## src/rtl/find_best_neighbor.sv

```systemverilog
// Scans the neighbour Q-table, tracks the highest-valued entry and writes the better-neighbour list.
// Optional FINDBEST_LOOP_GUARD_EN: entries advertising MY_NODE_ID as their best neighbour are kept off the list.
module find_best_neighbor (
  input  logic        clock,
  input  logic        nrst,
  input  logic        start_findBest,
  input  logic [15:0] MY_NODE_ID,
  input  logic [15:0] data_in,
  output logic [15:0] address,
  output logic [15:0] data_out,
  output logic        wr_en,
  output logic [15:0] mybest,
  output logic [15:0] besthop,
  output logic [15:0] bestvalue,
  output logic [15:0] bestneighborID,
  output logic [15:0] betterNeighborCount,
  output logic        done_findBest
);

  localparam logic [15:0] MYBEST_ADDR       = 16'h0008;
  localparam logic [15:0] NBR_COUNT_ADDR    = 16'h0006;
  localparam logic [15:0] NBR_TABLE_BASE    = 16'h0600;
  localparam logic [15:0] BETTER_BASE       = 16'h0668;
  localparam logic [15:0] BETTER_COUNT_ADDR = 16'h068C;
  localparam logic [15:0] MAX_NEIGHBORS     = 16'd16;
  localparam logic [15:0] NO_HOP            = 16'd301;

  typedef enum logic [3:0] {
    IDLE, MYB, CNT, HOP, VAL, BID, EVAL, WBET, NEXT, WCNT, WEND, DONE
  } state_t;

  state_t      state;
  logic [4:0]  n;
  logic [4:0]  idx;
  logic [15:0] hop;
  logic [15:0] value;
  logic [15:0] bid;
  logic        list_ok;

`ifdef FINDBEST_LOOP_GUARD_EN
  assign list_ok = (bid != MY_NODE_ID);
`else
  assign list_ok = 1'b1;
`endif

  always_ff @(posedge clock or negedge nrst) begin
    if (!nrst) begin
      state               <= IDLE;
      n                   <= '0;
      idx                 <= '0;
      hop                 <= '0;
      value               <= '0;
      bid                 <= '0;
      address             <= '0;
      data_out            <= '0;
      wr_en               <= 1'b0;
      mybest              <= '0;
      besthop             <= NO_HOP;
      bestvalue           <= '0;
      bestneighborID      <= NO_HOP;
      betterNeighborCount <= '0;
      done_findBest       <= 1'b0;
    end else begin
      case (state)
        IDLE: begin
          if (start_findBest) begin
            done_findBest       <= 1'b0;
            address             <= MYBEST_ADDR;
            besthop             <= NO_HOP;
            bestneighborID      <= NO_HOP;
            bestvalue           <= '0;
            betterNeighborCount <= '0;
            state               <= MYB;
          end
        end
        MYB: begin
          mybest  <= data_in;
          address <= NBR_COUNT_ADDR;
          state   <= CNT;
        end
        CNT: begin
          n   <= (data_in > MAX_NEIGHBORS) ? 5'd16 : data_in[4:0];
          idx <= '0;
          if (data_in == '0) begin
            state <= WCNT;
          end else begin
            address <= NBR_TABLE_BASE;
            state   <= HOP;
          end
        end
        HOP: begin
          hop     <= data_in;
          address <= address + 16'd2;
          state   <= VAL;
        end
        VAL: begin
          value   <= data_in;
          address <= address + 16'd2;
          state   <= BID;
        end
        BID: begin
          bid   <= data_in;
          state <= EVAL;
        end
        EVAL: begin
          // Strict compare keeps the lowest-index entry on ties.
          if (idx == '0 || value > bestvalue) begin
            besthop        <= hop;
            bestvalue      <= value;
            bestneighborID <= bid;
          end
          if (value > mybest && betterNeighborCount < MAX_NEIGHBORS && list_ok) begin
            address  <= BETTER_BASE + (betterNeighborCount << 1);
            data_out <= hop;
            wr_en    <= 1'b1;
            state    <= WBET;
          end else begin
            state <= NEXT;
          end
        end
        WBET: begin
          wr_en               <= 1'b0;
          betterNeighborCount <= betterNeighborCount + 16'd1;
          state               <= NEXT;
        end
        NEXT: begin
          idx <= idx + 5'd1;
          if (idx + 5'd1 == n) begin
            state <= WCNT;
          end else begin
            address <= NBR_TABLE_BASE + 16'(idx + 5'd1) * 16'd6;
            state   <= HOP;
          end
        end
        WCNT: begin
          address  <= BETTER_COUNT_ADDR;
          data_out <= betterNeighborCount;
          wr_en    <= 1'b1;
          state    <= WEND;
        end
        WEND: begin
          wr_en <= 1'b0;
          state <= DONE;
        end
        DONE: begin
          done_findBest <= 1'b1;
          state         <= IDLE;
        end
        default: state <= IDLE;
      endcase
    end
  end

endmodule

```

## config.mk

```make
export PLATFORM = sky130hd
export DESIGN_NAME = find_best_neighbor
export DESIGN_NICKNAME = d
export VERILOG_FILES = /design/src/rtl/find_best_neighbor.sv
export SDC_FILE = /design/constraint.sdc
export NUM_CORES = 1
export LEC_CHECK = 0
export CAP_MARGIN = 10
export CORE_ASPECT_RATIO = 0.6
export CORE_MARGIN = 10
export CORE_UTILIZATION = 54
export DETAILED_ROUTE_END_ITERATION = 7
export PLACE_DENSITY = 0.81
export SLEW_MARGIN = 20
export SYNTH_ARGS = -nofsm -noshare
export SYNTH_HDL_FRONTEND = slang
export SYNTH_SLANG_ARGS = --single-unit
```

## constraint.sdc

```tcl
create_clock -name clock -period 2.8 [get_ports clock]
set_input_delay 0.7 -clock clock [delete_from_list [all_inputs] [get_ports clock]]
set_output_delay 0.7 -clock clock [all_outputs]
set_load 0.01 [all_outputs]
```

Word-level counts from Yosys, hierarchy flattened:

Cells that the tools add are included.

* register bits after elaboration: 176
* input port bits: 35
* output and inout port bits: 114
* logic and storage cells: 90

* $add $sub $neg: 6
* multiply operators: 1
* magnitude comparators: 4
* equality and inequality tests: 17
* multiplexer cells: 27
* reductions and logical operators: 20

Operator list (count)
* 2-to-1 mux 16 bit: 10
* case mux 16 bit (2 select lines): 5
* case mux 16 bit (7 select lines): 1
* case mux 4 bit (11 select lines): 1
* greater-than comparator 16 bit: 2
* adder 11 x 16 -> 16 bit (first input constant): 1
* adder 16 x 1 -> 16 bit (second input constant): 1
* adder 16 x 2 -> 16 bit (second input constant): 1
* == test 4 x 3 -> 1 bit (second input constant): 4
* == test 4 bit (second input constant): 4
* greater-than comparator 16 x 5 -> 1 bit (second input constant): 1
* logical NOT 16 bit: 1
* < comparator 16 x 5 -> 1 bit (second input constant): 1
* 2-to-1 mux 4 bit: 4
* adder 11 x 9 -> 12 bit (first input constant): 1
* inequality test 2 bit (second input constant): 5
* case mux 5 bit (2 select lines): 1
* nonzero test 2 bit: 5
* == test 4 x 2 -> 1 bit (second input constant): 2
* multiplier 6 x 2 -> 8 bit (second input constant): 1
* AND reduction 2 bit: 4
* nonzero test 7 bit: 1
* adder 5 x 1 -> 6 bit (second input constant): 1
* adder 5 x 1 -> 5 bit (second input constant): 1
* 14 further kinds: 16

Longest topological paths before layout:

Gate-level depths: netlist (run 1).

* word-level depth: 5
* mapped depth: 11
* depth with buffers taken out: 11

Worst setup path before layout (run 1):

Ideal clock, no wire load.

* path type: input to register
* start: in data_in[1]
* end: reg address[10]
* setup time: 0.125 ns
* data arrival time: 2.335 ns
* required time: 2.675 ns
* slack: 0.339 ns
* stages on the path: 6
* buffers on the path: 1
* cells stage by stage: or4_4 or4_4 o211ai_2 a21oi_4 buf_6 mux2_4

* longest elaborated chain between the ends: 3

RTL lines
* start, declared: line 8 `input logic [15:0] data_in,`
* logical NOT 16 bit: line 84 `if (data_in == '0) begin`
* inequality test 2 bit (no line)
* AND reduction 5 bit (no line)
* end signal, assigned: line 93 `address <= address + 16'd2;`
* end signal, assigned: line 98 `address <= address + 16'd2;`
* end signal, assigned: line 113 `address <= BETTER_BASE + (betterNeighborCount << 1);`
* end, declared: line 9 `output logic [15:0] address,`

Every way passes these cells.
A chain may end at the register's enable or synchronous reset.

Worst setup path in the final report (run 1):

* start: in data_in[14]
* end: reg address[10]

The elaborated chain is that of the path after synthesis.

==> results of run 1 <==
[cell families (layout without fill, tap and decap cells)]
group | count (synthesis) | count (layout) | share of synthesized area
AOI/OAI and AO/OA | 213 | 213 | 0.161
xor gates and xnor gates | 25 | 25 | 0.0271
adders and majority gates | 44 | 44 | 0.0614
buffers and inverters | 104 | 289 | 0.0466
DFF | 175 | 175 | 0.484
muxes | 76 | 76 | 0.0922
other | 1 | 1 | 0.000413
and+or+nand+nor | 241 | 241 | 0.127
[report_power, final]
part           internal, mW  switching, mW  leakage (nW)  total, mW
clock                  1.30           1.14         0.295       2.44
sequential             3.59          0.984          2.20       4.57
combinational          3.13           3.18          2.82       6.32
total                  8.02           5.30          5.32       13.3
[path summary, 6_finish.rpt]
path | startpoint | end | slack, ns | depth (start not counted)
worst min-delay path | nrst | betterNeighborCount[4] | 0.20 | 1
min in group clock | bestneighborID[8] | bestneighborID[8] | 0.47 | 2
worst min register to register | bestneighborID[8] | bestneighborID[8] | 0.47 | 2
worst max register to register | mybest[15] | address[6] | 0.07 | 10
max in group asynchronous | nrst | besthop[0] | 1.88 | 2
worst max-delay path | data_in[14] | address[10] | 0.07 | 9
[cell usage after synthesis, drive strengths merged (3+ instances only)]
cell type  instances
a211oi             5
a31oi              9
nor2              59
a21o              10
xor2              11
mux2i             21
xnor2             12
nand2b             4
a22o               6
nor3               7
dfrtp            165
nand3             59
mux2              55
o31ai              5
nand4             12
nor2b              6
and4               6
o21ai             51
nor4               8
o21a               4
and3               3
clkbuf            33
dfstp             10
nand2             64
a21oi             45
o2bb2ai           39
or2                3
o211ai             5
buf               17
a2bb2oi           10
inv               54
ha                43
a22oi              3
[flip-flops by register name (all words and copies together), names as in the netlist, 15 cells and up]
name and cells:
betterNeighborCount 16, bestneighborID 16, address 15, besthop 16
bestvalue 16, bid 16, mybest 16, data_out 16
hop 16, value 16
[worst max-delay path: stages]
cell,delay (ns)
clkdlybuf4s50_1,0.61
nor3_2,0.21
nand3_2,0.17
buf_4,0.19
or4_4,0.52
o211ai_2,0.12
a21oi_4,0.06
buf_12,0.17
mux2_4,0.29
[per-layer routing]
metal,GRT usage,wire (um),share of wire,vias to the layer above
li1,-,-,-,3514
met1,0.345,12300,0.43,3872
met2,0.355,12300,0.44,436
met3,0.0798,3350,0.12,40
met4,0.0607,320,0.011,0
met5,0,0,0,-
[what timing repair did]
action                     CTS  global route
resized for setup            0             7
pin swaps                    1             1
setup buffers                1             0
setup endpoints to repair   13            30
hold buffers                 0             0
[layout make-up]
cell class,count,area [sq um],share of cell area
flip-flops and latches,175,4390,0.373
multi-input cells,600,4340,0.369
repair buffers,203,1940,0.165
clock buffers,18,439,0.0373
well taps,228,285,0.0243
inverters,54,203,0.0172
clock inverters,14,164,0.0139
[through the flow]
stage / util / cells / setup WS (ns) / area [sq um]
final: 0.719 / 1292 / 0.0668 / 11800
after global routing: 0.719 / 1292 / -0.00959 / 11800
after CTS: 0.717 / 1292 / 0.0295 / 11700
after detailed placement: 0.679 / 1259 / -0.331 / 11100
after global placement: 0.679 / 1259 / -0.293 / 11100
after floorplan: - / 879 / 0.339 / 9080
==> flow_summary_export.csv, run 1 <==
group,metric,value,unit
timing,finalCriticalPeriod,2.73,ns
outcome,outcome,"completed",
placement,dp_hpwl,20000,um
synthesis,synth_cell_types,65,
timing,skew,0.0187,ns
floorplanning,die_x,187,um
power,ir_drop,0.522,mV
timing,tns,0,ns
final_layout,layout.cells.most_common,"dfrtp_1",
grt,track_usage,0.244,
grt,grt_max_degree,58,
cts,cts_tree,"yes",
cts,clock-sinks,175,
synthesis,synth_cells,879,
timing,slew_violations,0,
grt,grt_pass1_wl,44100,um
setup_path,end_kind,"flop",
cts,cts_inserted_buffers,17,
cts,cts-root-buf,"clkbuf_16",
timing,timing.final.hold_violations,0,
timing,finalCritPeriodShare,0.976,
synthesis,synth.top_cell.area_share,0.455,
routing,drt-total-wl,28300,um
routing,drc,0,
setup_path,crit_fanout,11,
synthesis,synthFlopType,"dfrtp_1",
synthesis,async_reset_ff_frac,1.00,
placement,numPortBuffers,131,
synthesis,synth_seq_cells,175,
final_layout,nets,1130,
final_layout,final_cell_mix,"dfrtp_1 (165), clkdlybuf4s50_1 (130), buf_4 (65), nand2_1 (64), nand3_1 (58)",
synthesis,syn-cell-area,9080,sq um
routing,final_antenna_net_count,0,
flow_run,max_cap_viol_count,0,
floorplanning,coreArea,16400,sq um
routing,drt_first_pass_iters,6,
synthesis,yosysWarnings,0,
timing,max_freq,0.366,GHz
synthesis,yosysTopAreaCell,"dfrtp_1",
cts,clkLatencyLatePin,0.43,ns
cts,cts_htree_levels,4,
grt,antenna_found_initial,1,
synthesis,synth_area_per_cell,10.3,sq um
power,leakage,5.32,nW
cts,cts.clk_slew.worst_paths,0.08,ns
power,finalPower,13.3,mW
synthesis,ys_top_cells_by_area,"dfrtp_1 (45%), mux2_2 (6.6%), ha_1 (5.9%)",
setup_path,path_class,"in -> reg",
routing,viasPerCell,6.09,
timing,holdWs,0.200,ns
final_layout,nFillCells,1153,
timing,finalSetupViolCount,0,
routing,wl_per_cell,21.9,um
setup_path,cp.arrival,3.05,ns
floorplanning,row_count,36,
floorplanning,dieHeight,120,um
power,pwr_density_cell,1130,nW/um^2
routing,route.vias.total,7862,
placement,place_congestion,0.926,
cts,clockBufferDepth,2,
hold_path,hold_path_class,"in -> async",
final_layout,drive_above_1_share,0.180,
routing,initialDrtViolationCount,923,
synthesis,syn_nets,958,
timing,tightest_slew,0.545,ns
timing,worst_slew_margin_rel,0.636,
floorplanning,die-area,22600,sq um
floorplanning,io-pin-count,149,
setup_path,crit_path_start_kind,"input port",
synthesis,synth_seq_area_share,0.484,
grt,grt_overflow,0,
final_layout,area_growth,29.5,%
grt,grt_pass1_vias,7750,
floorplanning,start_util,0.555,
final_layout,antenna_cells,0,
setup_path,crit_required,3.12,ns
synthesis,synth_edf_count,0,
No activity file was read; power rests on OpenSTA's default activity.
==> inputs of run 2 (changes only) <==
--- a/config.mk
+++ b/config.mk
@@ -9,9 +9,12 @@
 export CORE_ASPECT_RATIO = 0.6
 export CORE_MARGIN = 10
 export CORE_UTILIZATION = 54
+export CTS_BUF_LIST = sky130_fd_sc_hd__clkbuf_8 sky130_fd_sc_hd__clkbuf_16
 export DETAILED_ROUTE_END_ITERATION = 7
+export HOLD_SLACK_MARGIN = 0.06
 export PLACE_DENSITY = 0.81
 export SLEW_MARGIN = 20
 export SYNTH_ARGS = -nofsm -noshare
 export SYNTH_HDL_FRONTEND = slang
 export SYNTH_SLANG_ARGS = --single-unit
+export TNS_END_PERCENT = 10
==> results of run 2 <==
The final DEF is identical to that of run 1; final timing and power are the same.
==> inputs of run 3 (changes only) <==
--- a/config.mk
+++ b/config.mk
@@ -13,6 +13,7 @@
 export DETAILED_ROUTE_END_ITERATION = 7
 export HOLD_SLACK_MARGIN = 0.06
 export PLACE_DENSITY = 0.81
+export RECOVER_POWER = 25
 export SLEW_MARGIN = 20
 export SYNTH_ARGS = -nofsm -noshare
 export SYNTH_HDL_FRONTEND = slang
==> run 3 against run 2 <==
  * Register-to-register slack barely moved
  * Count of clock-buffer cells in the layout did not move
  * Clock power barely moved
  * Setup slack got worse by 0.0049 ns
  * Total power fell by 0.12%
  * Maximum frequency fell by 0.18%
  * Final area fell by 0.29%
  * Sequential share of layout area rose by 0.11 points
==> flow_summary_export.csv, run 3 (synthesis results as in run 1) <==
group,metric,value,unit
routing,initialDrtViolationCount,918,
timing,finalSetupViolCount,0,
routing,drc,0,
cts,postCtsHoldBufs,0,
grt,grt_overflow,0,
floorplanning,io-pin-count,149,
timing,timing.final.hold_violations,0,
final_layout,nets,1130,
hold_path,hold_path_class,"reg -> reg",
floorplanning,start_util,0.555,
setup_path,crit_fanout,11,
placement,placed_cell_area,11100,sq um
final_layout,antenna_cells,0,
timing,max_freq,0.365,GHz
routing,drt-total-wl,28200,um
routing,drt_first_pass_iters,5,
floorplanning,dieHeight,120,um
setup_path,path_class,"reg -> reg",
grt,antenna_found_initial,1,
placement,place_congestion,0.926,
setup_path,cp.arrival,3.05,ns
flow_run,max_cap_viol_count,0,
routing,viasPerCell,6.08,
placement,numPortBuffers,131,
outcome,outcome,"completed",
floorplanning,row_count,36,
placement,dp_hpwl,20000,um
cts,clock-sinks,175,
grt,grt_pass1_vias,7750,
grt,grt_pass1_wl,44100,um
timing,finalCritPeriodShare,0.978,
timing,skew,0.0149,ns
routing,final_antenna_net_count,0,
final_layout,area_growth,29.1,%
power,leakage,5.30,nW
timing,finalCriticalPeriod,2.74,ns
routing,route.vias.total,7852,
cts,cts-root-buf,"clkbuf_16",
grt,grt_max_degree,58,
grt,track_usage,0.244,
setup_path,crit_path_start_kind,"flop",
cts,clockBufferDepth,2,
timing,worst_slew_margin_rel,0.0938,
routing,wl_per_cell,21.8,um
final_layout,layout.cells.most_common,"dfrtp_1",
timing,tns,0,ns
cts,clkLatencyLatePin,0.43,ns
setup_path,end_kind,"flop",
setup_path,crit_required,3.11,ns
timing,slew_violations,0,
power,ir_drop,0.517,mV
cts,cts_htree_levels,4,
floorplanning,die_x,187,um
cts,cts.clk_slew.worst_paths,0.08,ns
cts,cts_tree,"yes",
power,finalPower,13.3,mW
floorplanning,die-area,22600,sq um
power,pwr_density_cell,1140,nW/um^2
final_layout,final_cell_mix,"dfrtp_1 (165), clkdlybuf4s50_1 (130), buf_4 (65), nand2_1 (64), nand3_1 (58)",
cts,cts_inserted_buffers,17,
final_layout,drive_above_1_share,0.180,
timing,tightest_slew,1.36,ns
floorplanning,coreArea,16400,sq um
final_layout,final_area,11700,sq um
==> run 3: worst paths after layout <==
path,startpoint,to,slack (ns),depth (start not counted)
min in group asynchronous,nrst,betterNeighborCount[4],0.54,1
setup / recovery,mybest[15],address[6],0.06,10
hold / removal,bestneighborID[8],bestneighborID[8],0.47,2
setup reg to reg,mybest[15],address[6],0.06,10
hold reg to reg,bestneighborID[8],bestneighborID[8],0.47,2
max in group asynchronous,nrst,bestvalue[5],0.45,2
==> run 3: cell type report <==
type | count | area (sq um)
tap | 228 | 285
sequential | 175 | 4390
clock buffer | 18 | 439
fill | 1158 | 4630
inverter | 54 | 203
timing repair buffer | 203 | 1910
multi-input combinational | 600 | 4340
clock inverter | 14 | 164
==> run 3: metrics by stage <==
step	hold WS (ns)	worst slack, ns	util	std cells
after floorplan	0.404	0.339	-	879
after global placement	0.450	-0.293	0.679	1259
after detailed placement	0.460	-0.331	0.679	1259
after CTS	0.229	0.0295	0.717	1292
after global routing	0.484	-0.00959	0.717	1292
final	0.469	0.0619	0.717	1292
==> run 3: timing repair <==
item	CTS	global route
pin swaps	1	1
setup buffers	1	0
resized for setup	0	7
endpoints found under the setup margin	13	30
==> run 3: routing by layer <==
layer	share of wire	wire (um)	GRT usage	vias up
met5	0	0	0	-
met4	0.012	348	0.0607	0
met3	0.11	3200	0.0798	38
met2	0.44	12300	0.355	409
met1	0.44	12300	0.345	3899
li1	-	-	-	3506
==> run 3: power breakdown <==
group          switching [mW]  internal (mW)
combinational            3.17           3.13
sequential              0.987           3.59
clock                    1.14           1.30
total                    5.29           8.02
==> run 3: worst max-delay path, cell delays in order, from the launching register on <==
cell and delay, ns:
dfrtp_1 0.36, inv_1 0.07, ha_1 0.33, nand4_1 0.24, nor4_2 0.41, buf_4 0.17
a21boi_1 0.25, o31ai_2 0.14, a21oi_4 0.17, buf_12 0.16, mux2_2 0.34
